<file path="config.mk">
export PLATFORM = sky130hd
export DESIGN_NAME = md5_apb_core
export DESIGN_NICKNAME = d
export VERILOG_FILES = /design/src/rtl/md5_apb_core.sv
export SDC_FILE = /design/constraint.sdc
export NUM_CORES = 2
export LEC_CHECK = 0
export BUFFER_PORTS_ARGS = -buffer_cell sky130_fd_sc_hd__buf_2
export CAP_MARGIN = 0
export CORE_UTILIZATION = 57
export CTS_CLUSTER_DIAMETER = 80
export CTS_CLUSTER_SIZE = 16
export DETAILED_ROUTE_END_ITERATION = 10
export PLACE_DENSITY = 0.73
export SETUP_SLACK_MARGIN = 0.05
export SYNTH_ARGS = -nofsm -noshare
export SYNTH_HDL_FRONTEND = slang
export SYNTH_SLANG_ARGS = --single-unit
export TNS_END_PERCENT = 20
</file>
<file path="constraint.sdc">
create_clock -name PCLK_IN -period 35.3 [get_ports PCLK_IN]
set_input_delay 7.06 -clock PCLK_IN [delete_from_list [all_inputs] [get_ports PCLK_IN]]
set_output_delay 7.06 -clock PCLK_IN [all_outputs]
set_load 0.01 [all_outputs]
</file>
<file path="src/rtl/md5_apb_core.sv">
// rtl/md5_apb_core.sv - MD5 single-block compression engine behind an APB register window
// Message and digest words can be byte-lane swapped at the bus so software sees MD5 byte order.
module md5_apb_core #(
  parameter int STEPS_PER_CYCLE = 1,
  parameter int MSG_SWAP        = 1,
  parameter int DIGEST_SWAP     = 1
) (
  input  logic        PCLK_IN,
  input  logic        PRESET_IN,
  input  logic        PSEL_IN,
  input  logic        PENABLE_IN,
  input  logic        PWRITE_IN,
  input  logic [4:0]  PADDR_IN,
  input  logic [31:0] PWDATA_IN,
  output logic [31:0] PRDATA_OUT,
  output logic        PREADY_OUT,
  output logic        PSLVERR_OUT,
  output logic        IRQ_OUT
);
  typedef enum logic [1:0] {IDLE, RUN, FINAL} state_t;

  localparam logic [127:0] IV = {32'h67452301, 32'hefcdab89, 32'h98badcfe, 32'h10325476};
  localparam logic [5:0] LAST_STEP = 6'(64 - STEPS_PER_CYCLE);
  localparam logic [5:0] STEP_INC  = 6'(STEPS_PER_CYCLE);

  localparam logic [31:0] K [64] = '{
    32'hd76aa478, 32'he8c7b756, 32'h242070db, 32'hc1bdceee, 32'hf57c0faf, 32'h4787c62a, 32'ha8304613, 32'hfd469501,
    32'h698098d8, 32'h8b44f7af, 32'hffff5bb1, 32'h895cd7be, 32'h6b901122, 32'hfd987193, 32'ha679438e, 32'h49b40821,
    32'hf61e2562, 32'hc040b340, 32'h265e5a51, 32'he9b6c7aa, 32'hd62f105d, 32'h02441453, 32'hd8a1e681, 32'he7d3fbc8,
    32'h21e1cde6, 32'hc33707d6, 32'hf4d50d87, 32'h455a14ed, 32'ha9e3e905, 32'hfcefa3f8, 32'h676f02d9, 32'h8d2a4c8a,
    32'hfffa3942, 32'h8771f681, 32'h6d9d6122, 32'hfde5380c, 32'ha4beea44, 32'h4bdecfa9, 32'hf6bb4b60, 32'hbebfbc70,
    32'h289b7ec6, 32'heaa127fa, 32'hd4ef3085, 32'h04881d05, 32'hd9d4d039, 32'he6db99e5, 32'h1fa27cf8, 32'hc4ac5665,
    32'hf4292244, 32'h432aff97, 32'hab9423a7, 32'hfc93a039, 32'h655b59c3, 32'h8f0ccc92, 32'hffeff47d, 32'h85845dd1,
    32'h6fa87e4f, 32'hfe2ce6e0, 32'ha3014314, 32'h4e0811a1, 32'hf7537e82, 32'hbd3af235, 32'h2ad7d2bb, 32'heb86d391
  };

  // Rotate amount depends only on the round and the step position within a group of four.
  localparam logic [4:0] SHIFT [16] = '{
    5'd7, 5'd12, 5'd17, 5'd22, 5'd5, 5'd9,  5'd14, 5'd20,
    5'd4, 5'd11, 5'd16, 5'd23, 5'd6, 5'd10, 5'd15, 5'd21
  };

  function automatic logic [31:0] bswap(input logic [31:0] w);
    return {w[7:0], w[15:8], w[23:16], w[31:24]};
  endfunction

  function automatic logic [127:0] md5_step(input logic [5:0] i, input logic [127:0] st,
                                            input logic [15:0][31:0] x);
    logic [31:0] a, b, c, d, f, t;
    logic [3:0]  g;
    logic [63:0] r;
    {a, b, c, d} = st;
    case (i[5:4])
      2'd0:    begin f = (b & c) | (~b & d); g = i[3:0]; end
      2'd1:    begin f = (d & b) | (~d & c); g = i[3:0] * 4'd5 + 4'd1; end
      2'd2:    begin f = b ^ c ^ d;          g = i[3:0] * 4'd3 + 4'd5; end
      default: begin f = c ^ (b | ~d);       g = i[3:0] * 4'd7; end
    endcase
    t = a + f + K[i] + x[g];
    r = {t, t} << SHIFT[{i[5:4], i[1:0]}];
    return {d, b + r[63:32], b, c};
  endfunction

  state_t           state_q, state_d;
  logic [5:0]       step_q, step_d;
  logic [31:0]      m_q [16];
  logic [31:0]      m_d [16];
  logic [3:0][31:0] dig_q, dig_d;
  logic [127:0]     work_q, work_d;
  logic             init_q, init_d, ie_q, ie_d, done_q, done_d;
  logic [31:0]      blkcnt_q, blkcnt_d;

  logic [15:0][31:0] msg;
  logic [127:0]      round;
  logic [31:0]       rdata;
  logic              busy, acc, unmapped, err, wr_ok;

  assign busy     = state_q != IDLE;
  assign acc      = PSEL_IN & PENABLE_IN;
  assign unmapped = PADDR_IN > 5'h16;
  assign err      = acc & (unmapped | (PWRITE_IN & busy & (~PADDR_IN[4] | (PADDR_IN == 5'h14))));
  assign wr_ok    = acc & PWRITE_IN & ~err;

  always_comb begin
    for (int k = 0; k < 16; k++) msg[k] = (MSG_SWAP != 0) ? bswap(m_q[k]) : m_q[k];
  end

  always_comb begin
    round = work_q;
    for (int k = 0; k < STEPS_PER_CYCLE; k++) round = md5_step(step_q + 6'(k), round, msg);
  end

  always_comb begin
    state_d  = state_q;
    step_d   = step_q;
    m_d      = m_q;
    dig_d    = dig_q;
    work_d   = work_q;
    init_d   = init_q;
    ie_d     = ie_q;
    done_d   = done_q;
    blkcnt_d = blkcnt_q;
    if (wr_ok && !PADDR_IN[4]) m_d[PADDR_IN[3:0]] = PWDATA_IN;
    if (wr_ok && PADDR_IN == 5'h14) begin
      init_d = PWDATA_IN[1];
      ie_d   = PWDATA_IN[2];
    end
    if (wr_ok && PADDR_IN == 5'h15 && PWDATA_IN[1]) done_d = 1'b0;
    // The FSM assigns after the W1C so a DONE set in FINAL overrides a same-edge clear.
    case (state_q)
      IDLE: begin
        if (wr_ok && PADDR_IN == 5'h14 && PWDATA_IN[0]) begin
          state_d = RUN;
          step_d  = '0;
          done_d  = 1'b0;
          if (PWDATA_IN[1]) begin
            work_d   = IV;
            blkcnt_d = '0;
            for (int k = 0; k < 4; k++) dig_d[k] = IV[127-32*k -: 32];
          end else begin
            work_d = {dig_q[0], dig_q[1], dig_q[2], dig_q[3]};
          end
        end
      end
      RUN: begin
        work_d = round;
        step_d = step_q + STEP_INC;
        if (step_q == LAST_STEP) state_d = FINAL;
      end
      FINAL: begin
        for (int k = 0; k < 4; k++) dig_d[k] = dig_q[k] + work_q[127-32*k -: 32];
        blkcnt_d = blkcnt_q + 32'd1;
        done_d   = 1'b1;
        state_d  = IDLE;
      end
      default: state_d = IDLE;
    endcase
  end

  always_ff @(posedge PCLK_IN or posedge PRESET_IN) begin
    if (PRESET_IN) begin
      state_q  <= IDLE;
      step_q   <= '0;
      for (int k = 0; k < 16; k++) m_q[k] <= '0;
      for (int k = 0; k < 4; k++) dig_q[k] <= IV[127-32*k -: 32];
      work_q   <= '0;
      init_q   <= 1'b0;
      ie_q     <= 1'b0;
      done_q   <= 1'b0;
      blkcnt_q <= '0;
    end else begin
      state_q  <= state_d;
      step_q   <= step_d;
      m_q      <= m_d;
      dig_q    <= dig_d;
      work_q   <= work_d;
      init_q   <= init_d;
      ie_q     <= ie_d;
      done_q   <= done_d;
      blkcnt_q <= blkcnt_d;
    end
  end

  always_comb begin
    rdata = '0;
    if (PSEL_IN && !PWRITE_IN && !PRESET_IN) begin
      if (!PADDR_IN[4]) begin
        rdata = m_q[PADDR_IN[3:0]];
      end else begin
        case (PADDR_IN[3:0])
          4'h0, 4'h1, 4'h2, 4'h3:
            rdata = (DIGEST_SWAP != 0) ? bswap(dig_q[PADDR_IN[1:0]]) : dig_q[PADDR_IN[1:0]];
          4'h4:    rdata = {29'd0, ie_q, init_q, 1'b0};
          4'h5:    rdata = {30'd0, done_q, busy};
          4'h6:    rdata = blkcnt_q;
          default: rdata = '0;
        endcase
      end
    end
  end

  assign PRDATA_OUT  = rdata;
  assign PREADY_OUT  = acc;
  assign PSLVERR_OUT = err & ~PRESET_IN;
  assign IRQ_OUT     = done_q & ie_q & ~PRESET_IN;
endmodule
</file>
==> results.txt <==
The flow ran to the end, and the final reports show no timing, DRC or antenna violations. The number of gates resized after cts came out at 0. The number of maximum-capacitance constraint violations came out at 0. The maximum root-to-sink buffer count is 3. The number of nets in the synthesized netlist is 5,883. The final layout contains routed wiring with a total length of 203,000 um. The TritonCTS buffer count came out at 60. For the final routed database, the setup TNS stands at 0 ns. The number of standard-cell rows in the floorplan came out at 116.

The first-pass detailed-route iteration total is 6. The average instance area after synthesis is 10.5 um2. The flip-flop and latch area is 0.0204 mm2. From bottom edge to top edge, the die measures 322 um.

The number of non-filler instances in the completed layout came out at 6,771. The endpoint of the most critical setup path is PRDATA_OUT[4]. The library cell used most frequently in the layout, excluding fill and tap cells, is dfrtp_1. The arrival time at the worst endpoint is 10.27 ns. The arithmetic-cell share of the synthesized area counting full adders, half adders and majority gates came out at 6.95%. The via total after detailed routing came out at 47,600. Among the stages of the critical path, the cell type that occurs most often is buf_4.

The weighted congestion at the end of routability-driven global placement is 1.07. The mapped netlist covers 0.0582 mm2. After detailed routing, the wire length on met1 is 76,100 um.

The worst slew margin relative to its limit is 15.3%. The post-synthesis to final-layout area growth is 5.53%. The maximum clock frequency came out at 57.7 MHz.

Along the worst hold path, the cell count comes to 1. The global-route usage over all layers came out at 39.3%. STA classifies the critical path startpoint as a primary input.

The number of antenna violations at the first check in global routing is 27. The global-route wire length before repair is 302,000 um. In the layout the commonest cells are dfrtp_1 (743), mux2_2 (530), o21ai_0 (442). The total instance count after detailed placement came out at 6,666. Detailed placement ended at an HPWL of 142,000 um. The number of cells on the worst reg-to-reg path is 39. The die width is 322 um.

The cell at the slowest stage of the critical path is buf_4. The combinational family with the most area after synthesis is multiplexers. The multi-input combinational cells in the finished layout cover a total of 0.0356 mm2.

The number of enable flip-flop cells after synthesis is 0. The area of the die came out at 0.103 mm2. In this run the critical register-to-register path is launched from step_q[1]$_DFFE_PP0P_. Counting every sink on the clock net gives 811. The mean routed wirelength per cell is 30.0 um. The final-report hold violation count came out at 0. The number of H-tree levels came out at 2. The clock period minus final worst setup slack came out at 17.33 ns.

For this run, asynchronously set or reset flops after synthesis account for 100%. Setup repair after global routing left no endpoint under its margin. Across the routed clock network, the largest skew measured is 0.111 ns. After synthesis, the cell types taking the most area are dfrtp_1 (32%), mux4_2 (14%), mux2_2 (10%). The number of synthesized register bits is 811.

The kind of cell with the highest combined delay along the critical path is buffers and inverters. The via count of the first global-routing pass is 45,800. The number of buffers inserted to repair setup after CTS came out at 0. The count of yosys warnings during synthesis came out at 0.

The amount of wire on met2 after detailed routing came out at 89,200 um. The peak fanout along the critical path came out at 72. The number of buffers and inverters on the critical path is 4.

For the worst-skew pair, the clock arrives at the later sink with an insertion delay of 0.75 ns. The worst register-to-register path ends at work_q[95]$_DFFE_PP0P_. The transition time at the pin with the least slew margin came out at 1.27 ns. The worst register-to-register path has a setup slack of 22.81 ns. The number of gates on the worst path with buffers counted is 7.

Of the available clock period, the critical path in the final layout requires 49.1%. The largest net degree at the start of global routing came out at 185. The worst hold path belongs to the class flip-flop to flip-flop. The number of hold-repair buffers added at the cts stage came out at 0. The fraction of post-synthesis cell area in the top cell type by area came out at 32.1%. The net count reported at finish came out at 5,695. The signal on the critical path passes through clkbuf_8 -> buf_4 -> nor3b_2 -> buf_4 -> a22oi_1 -> a211oi_1 -> buf_2. The required time at the worst-slack endpoint came out at 28.24 ns. In the synthesized netlist, mux cells make up 25.3% of the area.

The worst setup path is captured at a primary output. The cell sitting at the root of the clock tree is a clkbuf_16. The fraction of the yosys area taken by sequential cells came out at 35.0%. After detailed routing, the number of remaining DRC violations is 0.

Of the total synthesized cell area, the portion taken by AND, OR, NAND and NOR gates is 10.2%. Clock-pin slew was measured on the worst setup and hold paths at 0.07 ns. The largest stage delay on the critical path is 0.77 ns.

TritonCTS built the clock tree. Summing the areas of all xor and xnor instances in the mapped netlist gives 3.45% of the synthesized area. In this run the top signal layer used is met5. Synthesis handed over a netlist of 5,559 instances. The ratio of routed vias to standard cells is 7.03.

The final-report max-slew violation count came out at 0. The critical path starts at PADDR_IN[1]. Before CTS, the worst setup slack after placement is 18.05 ns. The number of design-rule violations left by the first detailed-router iteration came out at 5,942.

The synthesized netlist devotes 15.0% of its cell area to compound gates. The netlist uses 93 different library cells. The number of filler cells placed in the layout is 8,151. Buffers placed on the I/O ports in this run total 76. After floorplanning, the core was sized to cover 0.101 mm2. The most frequently used flop master after synthesis is dfrtp_1.

The initial core utilization is 57.9%. In the final layout, the share of cells above drive strength 1 is 24.0%. After global routing the overflow that remains totals 0.

Across all setup checks in the final design, the least slack found is 17.97 ns. The wire length on met3 is 22,100 um. The count of nets left with antenna violations once routing finished came out at 0.

Pin placement for this block handled 77 I/O pins. Setup violations remaining at the end of the flow were counted as 0. The worst setup path is of the primary input to primary output kind. The leading area contributor after synthesis is dfrtp_1.
## layout make-up
type | count | area share, %
clock inverters | 9 | 0.287
diodes | 9 | 0.0367
clock buffers | 87 | 2.64
repair buffers | 156 | 1.74
multi-input cells | 4107 | 57.9
well taps | 1357 | 2.76
inverters | 235 | 1.45
flip-flops and latches | 811 | 33.2
## sequential cells by signal, summed over array words and instances (netlist names)
| register | cells |
|---|---|
| step_q | 6 |
| ie_q | 1 |
| done_q | 1 |
| blkcnt_q | 32 |
| m_q | 512 |
| state_q | 2 |
| dig_q | 128 |
| init_q | 1 |
| work_q | 128 |
## cells by family (layout without fill, tap and decap cells)
kind of cell	after synthesis	after routing
AOI/OAI and AO/OA	1377	1377
xor gates and xnor gates	228	228
adders and majority gates	282	282
buffers and inverters	641	487
DFF	811	811
muxes	960	960
other	0	9
and+or+nand+nor	1260	1260
## metrics by stage
| step | hold slack (ns) | utilization, % | instance area [um2] |
|---|---|---|---|
| 2_1_floorplan | 0.480 | - | 58200 |
| 3_3_place_gp | 0.502 | 59.3 | 59600 |
| 3_5_place_dp | 0.511 | 59.3 | 59600 |
| 4_1_cts | 0.527 | 61.1 | 61400 |
| 5_1_grt | 0.536 | 61.1 | 61400 |
| 6_report | 0.528 | 61.1 | 61400 |
## cells in the mapped netlist, types with 70 or more instances
master and count:
a21o_1 72, nor2_1 298, clkbuf_1 305, dfrtp_1 747, nand2_1 383, inv_1 232, buf_1 85, xnor2_1 125
mux4_2 354, a31oi_1 70, mux2i_1 74, nor3_1 112, ha_1 213, mux2_2 530, o21ai_0 442, xor2_1 102
a21oi_1 343, nand3_1 161, nor2b_1 87
## layer usage
metal	global-route usage (%)	vias to the layer above
met2	58.8	2675
met5	0	-
met4	25.7	8
li1	-	20300
met1	50.4	23900
met3	10.8	682
## worst reg2reg max path: cells and delay by family (launching register included)
kind / cells / cell delay [ns]
flip-flops: 1 / 0.41
AND/OR/NAND/NOR: 6 / 1.69
multiplexers: 5 / 2.03
AO/OA/AOI/OAI: 17 / 4.32
XOR/XNOR: 1 / 0.31
adder cells (fa/ha/maj): 4 / 1.42
buffers and inverters: 6 / 2.19
## how the worst min path moves through the flow
| stage | startpoint | to | slack (ns) |
|---|---|---|---|
| after floorplan | done_q$_DFF_PP0_ | done_q$_DFF_PP0_ | 0.48 |
| after global placement | m_q[175]$_DFFE_PP0P_ | m_q[175]$_DFFE_PP0P_ | 0.50 |
| after detailed placement | m_q[173]$_DFFE_PP0P_ | m_q[173]$_DFFE_PP0P_ | 0.51 |
| after CTS | m_q[173]$_DFFE_PP0P_ | m_q[173]$_DFFE_PP0P_ | 0.53 |
| after global routing | init_q$_DFFE_PP0P_ | init_q$_DFFE_PP0P_ | 0.54 |
| final | m_q[173]$_DFFE_PP0P_ | m_q[173]$_DFFE_PP0P_ | 0.53 |
Power is not shown: default switching activity piles up to over one toggle a cycle in this logic, so the estimate is an artifact.
